===== config.mk =====
export PLATFORM = sky130hd
export DESIGN_NAME = trax_move_parser
export DESIGN_NICKNAME = d
export VERILOG_FILES = /design/src/rtl/trax_move_parser.sv
export SDC_FILE = /design/constraint.sdc
export NUM_CORES = 1
export LEC_CHECK = 0
export CORE_UTILIZATION = 55
export CTS_CLUSTER_SIZE = 8
export DETAILED_ROUTE_END_ITERATION = 8
export PLACE_DENSITY_LB_ADDON = 0.2
export SYNTH_ARGS = -nofsm -noshare
export SYNTH_HDL_FRONTEND = slang
export SYNTH_SLANG_ARGS = --single-unit

===== constraint.sdc =====
create_clock -name clk -period 4.7 [get_ports clk]
set_input_delay 0.94 -clock clk [delete_from_list [all_inputs] [get_ports clk]]
set_output_delay 0.94 -clock clk [all_outputs]
set_load 0.01 [all_outputs]

===== src/rtl/trax_move_parser.sv =====
// Trax referee line parser: turns ASCII move and colour lines from the UART
// byte stream into the controller's {tile, col, row} move word and colour bit.
module trax_move_parser #(
  parameter int unsigned COORD_W    = 10,
  parameter int unsigned MAX_TOKENS = 8
) (
  input  logic                   clk,
  input  logic                   reset,
  input  logic [7:0]             rx_data,
  input  logic                   rx_valid,
  output logic [2*COORD_W+1:0]   move_out,
  output logic                   move_valid,
  output logic                   color,
  output logic                   color_valid,
  output logic                   parse_error
);

  localparam int unsigned AW = COORD_W + 6;
  localparam int unsigned TW = $clog2(MAX_TOKENS + 1);
  localparam logic [AW-1:0] COORD_MAX = AW'((1 << COORD_W) - 1);
  localparam logic [TW-1:0] TOK_LIMIT = TW'(MAX_TOKENS);

  localparam logic [7:0] CH_LF    = 8'h0A;
  localparam logic [7:0] CH_CR    = 8'h0D;
  localparam logic [7:0] CH_DASH  = 8'h2D;
  localparam logic [7:0] CH_AT    = 8'h40;
  localparam logic [7:0] CH_PLUS  = 8'h2B;
  localparam logic [7:0] CH_SLASH = 8'h2F;
  localparam logic [7:0] CH_BSL   = 8'h5C;
  localparam logic [7:0] CH_ZERO  = 8'h30;
  localparam logic [7:0] CH_W     = 8'h57;
  localparam logic [7:0] CH_B     = 8'h42;

  typedef enum logic [3:0] {
    IDLE,
    COLOR,
    EOL_C,
    COL_AT,
    COL,
    ROW,
    ROW_Z,
    EOL_M,
    ERR
  } state_t;

  state_t          state;
  logic [AW-1:0]   col_acc;
  logic [AW-1:0]   row_acc;
  logic [TW-1:0]   tok_cnt;
  logic [1:0]      tile_pend;
  logic            color_pend;

  logic            is_lf;
  logic            is_letter;
  logic            is_digit;
  logic            is_nz_digit;
  logic            is_tile;
  logic            is_wb;
  logic [1:0]      tile_code;
  logic [7:0]      letter_raw;
  logic [7:0]      digit_raw;
  logic [AW-1:0]   letter_val;
  logic [AW-1:0]   digit_val;
  logic [AW-1:0]   col_next;
  logic [AW-1:0]   row_next;
  logic            tok_full;
  logic            step_err;

  // Character classification, next accumulator values and per-state rejection.
  // Every "byte not allowed here" case funnels into step_err so the sequential
  // block handles entry to ERR (and the LF-triggered immediate error) in one place.
  always_comb begin
    is_lf       = (rx_data == CH_LF);
    is_letter   = (rx_data >= 8'h41) && (rx_data <= 8'h5A);
    is_digit    = (rx_data >= 8'h30) && (rx_data <= 8'h39);
    is_nz_digit = is_digit && (rx_data != CH_ZERO);
    is_wb       = (rx_data == CH_W) || (rx_data == CH_B);
    tile_code   = 2'b00;
    case (rx_data)
      CH_PLUS:  tile_code = 2'b01;
      CH_SLASH: tile_code = 2'b10;
      CH_BSL:   tile_code = 2'b11;
      default:  tile_code = 2'b00;
    endcase
    is_tile    = (tile_code != 2'b00);
    letter_raw = rx_data - CH_AT;
    digit_raw  = rx_data - CH_ZERO;
    letter_val = AW'(letter_raw);
    digit_val  = AW'(digit_raw);
    col_next   = col_acc * AW'(26) + letter_val;
    row_next   = row_acc * AW'(10) + digit_val;
    tok_full   = (tok_cnt >= TOK_LIMIT);

    step_err = 1'b0;
    case (state)
      IDLE:    step_err = !((rx_data == CH_DASH) || (rx_data == CH_AT) || is_letter || is_lf);
      COLOR:   step_err = !is_wb;
      EOL_C:   step_err = !is_lf;
      COL_AT:  step_err = (rx_data != CH_ZERO) || tok_full;
      COL: begin
        if (is_letter)        step_err = tok_full || (col_next > COORD_MAX);
        else if (is_nz_digit) step_err = tok_full;
        else                  step_err = 1'b1;
      end
      ROW: begin
        if (is_digit) step_err = tok_full || (row_next > COORD_MAX);
        else          step_err = !is_tile;
      end
      ROW_Z:   step_err = !is_tile;
      EOL_M:   step_err = !is_lf;
      default: step_err = 1'b0;
    endcase
  end

  // Line-parsing FSM with registered strobes and held move/colour outputs.
  always_ff @(posedge clk) begin
    if (reset) begin
      state       <= IDLE;
      col_acc     <= '0;
      row_acc     <= '0;
      tok_cnt     <= '0;
      tile_pend   <= '0;
      color_pend  <= 1'b0;
      move_out    <= '0;
      move_valid  <= 1'b0;
      color       <= 1'b0;
      color_valid <= 1'b0;
      parse_error <= 1'b0;
    end else begin
      move_valid  <= 1'b0;
      color_valid <= 1'b0;
      parse_error <= 1'b0;
      if (rx_valid && (rx_data != CH_CR)) begin
        if (state == ERR) begin
          if (is_lf) begin
            parse_error <= 1'b1;
            state       <= IDLE;
          end
        end else if (step_err) begin
          // An LF that breaks the line reports immediately rather than parking in ERR.
          if (is_lf) begin
            parse_error <= 1'b1;
            state       <= IDLE;
          end else begin
            state <= ERR;
          end
        end else begin
          case (state)
            IDLE: begin
              row_acc <= '0;
              if (rx_data == CH_DASH) begin
                state <= COLOR;
              end else if (rx_data == CH_AT) begin
                col_acc <= '0;
                tok_cnt <= '0;
                state   <= COL_AT;
              end else if (is_letter) begin
                col_acc <= letter_val;
                tok_cnt <= TW'(1);
                state   <= COL;
              end
            end
            COLOR: begin
              color_pend <= (rx_data == CH_B);
              state      <= EOL_C;
            end
            EOL_C: begin
              color       <= color_pend;
              color_valid <= 1'b1;
              state       <= IDLE;
            end
            COL_AT: begin
              row_acc <= '0;
              tok_cnt <= tok_cnt + TW'(1);
              state   <= ROW_Z;
            end
            COL: begin
              tok_cnt <= tok_cnt + TW'(1);
              if (is_letter) begin
                col_acc <= col_next;
              end else begin
                row_acc <= digit_val;
                state   <= ROW;
              end
            end
            ROW: begin
              if (is_digit) begin
                row_acc <= row_next;
                tok_cnt <= tok_cnt + TW'(1);
              end else begin
                tile_pend <= tile_code;
                state     <= EOL_M;
              end
            end
            ROW_Z: begin
              tile_pend <= tile_code;
              state     <= EOL_M;
            end
            EOL_M: begin
              move_out   <= {tile_pend, col_acc[COORD_W-1:0], row_acc[COORD_W-1:0]};
              move_valid <= 1'b1;
              state      <= IDLE;
            end
            default: state <= IDLE;
          endcase
        end
      end
    end
  end

endmodule


==> results.cfg <==
[outcome]
status = complete, no violations

[clock_tree]
cts_inserted_buffers = 9
htreeDepth = 3
clk_pin_slew_ns = 0.08
clk_path_buf_depth = 2
cts_tree = yes
hold_buffers = 0
clk_latency_ns = 0.36
cts.root.buffer_cell = clkbuf_8
cts_num_sinks = 67

[floorplan]
start_util_pct = 57.2
io_pins = 37
rows = 37
fp.dieH_um = 106
dieArea_mm2 = 0.0113
die_w_um = 106
core-area_mm2 = 0.0105

[synth]
ys_ff_latch = 67
synth_most_common_cell = ha_1
synth_ff_type = dfxtp_1
yosysWarnings = 0
synth_top_area_share_pct = 22.4
synth_nets = 819
synth_area_mm2 = 0.00599
syn_inst = 724
ys_top_cells_by_area = dfxtp_1 22%, ha_1 15%, mux2i_1 5.5%
ys_seq_area_share_pct = 22.4
synthArstFlopShare_pct = 0
avgSynthCellArea_um2 = 8.27
netlist_top_cells_count = 70 x ha_1, 69 x nor2_1, 68 x inv_1
synth_top_cell_by_area = dfxtp_1
synth_cell_types = 78
synth_edf_count = 0

[final_layout]
fillCellCount = 887
syn2layout_area_growth_pct = 17.2
n_antenna_cell = 0
utilization_pct = 67.1
instances_no_fill = 923
layout-drive-gt1-share_pct = 11.4
post-route-cell-area_mm2 = 0.00702
final_nets = 877

[setup_path]
slowest_delay_ns = 0.53
regToRegStartpoint = col_acc[1]$_SDFFE_PP0P_
path_cells = ha_4 > fa_1 > inv_2 > fa_1 > inv_1 > ha_1 > or3_1 > a31o_2 > buf_4 > and3_4 > nor4b_4 > nor3b_2 > a211o_1 > nor4b_4 > buf_4 > clkbuf_16 > nand2b_1 > a21oi_1
cp_max_fo = 7
worstSetupEndpointType = flip-flop
crit_arrival_ns = 4.79
crit_required_ns = 4.91
worst-setup-path-type = reg2reg
cpMaxStageDelayCell = fa_1
crit_start = col_acc[1]$_SDFFE_PP0P_
worstSetupStartpointType = flip-flop

[timing]
relSlewSlack_pct = 56.4
final.period_utilization_pct = 97.5
timing.final.ws_setup_ns = 0.116
hold_ws_ns = 0.464
fin_crit_ns = 4.58
skew_ns = 0.0166
fmax_mhz = 218
worst_pin_slew_ns = 0.651
slew_violations = 0
setup_viol = 0
hold_violations = 0

[drt]
postRouteAntennaNets = 0
num_vias = 5510
routed_wl_um = 15200
avgViaCountPerCell = 5.97
first_iter_violations = 337
drcViolationCount = 0
dr.pass1.iters = 5
routedWlPerCell_um = 16.5

[placed_design]
place_hpwl_um = 11800
place_ws_ns = -0.0537
placed_area_mm2 = 0.00671
dp.cells = 904
place.gp.congestion = 0.926
port_buffers = 36

[global_routing]
antenna_found_initial = 0
grt_overflow_total = 0
grtUsageTotal_pct = 27.4
grt_max_degree = 38
grt_pass1_vias = 5354
grt_pass1_wl_um = 24900

[worst_hold_path]
hp-start = color$_SDFFE_PP0P_
hold_path.class = reg2reg

[job]
cap_violations = 0

[power_and_ir_drop]
powerDensity_mw_per_mm2 = 188
p_leak_nw = 3.23
vdd_drop_max_mv = 0.192
metal layers:
| metal | track usage (%) | wire length, µm | vias to the layer above | part of all wire [%] |
|---|---|---|---|---|
| met5 | 0 | 0 | - | 0 |
| met4 | 11.6 | 532 | 0 | 3.5 |
| met2 | 48.7 | 7540 | 139 | 49 |
| met3 | 4.60 | 570 | 40 | 3.7 |
| met1 | 32.4 | 6600 | 2623 | 43 |
| li1 | - | - | 2708 | - |
worst max-delay path: cells and delay by family (launching register included):
family                   cells  cell delay [ns]
AO/OA/AOI/OAI                3             0.63
adder cells (fa/ha/maj)      4             1.56
buffers and inverters        5             0.56
flip-flops                   1             0.37
AND/OR/NAND/NOR              6             1.30
path summary, 6_finish.rpt:
kind | endpoint | slack, ns | cells after the start
setup / recovery | col_acc[9]$_SDFFE_PP0P_ | 0.12 | 18
setup reg to reg | col_acc[9]$_SDFFE_PP0P_ | 0.12 | 18
hold reg to reg | color$_SDFFE_PP0P_ | 0.46 | 2
hold / removal | color$_SDFFE_PP0P_ | 0.46 | 2
flip-flops by register name, indices dropped and copies added, names as in the netlist:
signal / count
col_acc: 15
color: 1
color_pend: 1
color_valid: 1
move_out: 22
move_valid: 1
parse_error: 1
row_acc: 15
state: 4
tile_pend: 2
tok_cnt: 4
timing repair:
item                                    in CTS  in global routing
endpoints found under the setup margin      11                 60
setup buffers                                1                  1
gates resized for setup                      1                 15
cloned                                       0                  1
pin swaps                                    0                  8
placed cells by master (no fill, tap or decap), drive strengths merged, types with 9 or more instances in the layout:
cell           Yosys  final
inv               68     71
ha                70     70
nor2              69     69
dfxtp             67     67
buf               11     42
nand2             40     40
a21oi             36     36
clkdlybuf4s50      0     35
mux2i             33     33
xnor2             28     28
o21ai             26     26
nor3              21     21
a211oi            18     18
nor3b             15     15
nand2b            14     14
fa                14     14
nor2b             13     13
nand3             12     12
clkbuf            20     11
a31oi             10     10
nand4             10     10
a22oi              9      9
o211ai             9      9
and3               9      9
layout make-up:
type                    instances  area (µm²)  area share [%]
multi-input cells             558        4340            61.9
flip-flops and latches         67        1350            19.2
repair buffers                 78         717            10.2
inverters                      68         255            3.64
well taps                     136         170            2.43
clock buffers                  10         138            1.96
clock inverters                 6        47.5           0.678
per-stage QoR:
stage	setup TNS, ns	total power, mW
detailed placement	-0.127	0.861
global route	-0.165	1.38
floorplan	0	0.776
CTS	-0.0109	1.33
global placement	0	0.853
finish	0	1.32
logic make-up (layout without fill, tap and decap cells):
| kind of cell | count (synthesis) | after routing | synth area share [%] |
|---|---|---|---|
| simple gates | 240 | 240 | 21.1 |
| compound gates | 164 | 164 | 19.5 |
| buf+inv | 99 | 162 | 6.54 |
| fa+ha+maj | 84 | 84 | 19.3 |
| flops | 67 | 67 | 22.4 |
| xor+xnor | 35 | 35 | 5.24 |
| mux | 35 | 35 | 5.89 |
power by group:
part	leakage [nW]	switching [mW]	internal (mW)	total, mW
clock network	0.0989	0.256	0.212	0.468
registers	0.542	0.0124	0.573	0.586
logic	2.59	0.155	0.113	0.267
total	3.23	0.423	0.898	1.32
(Power assumes the default switching activity.)
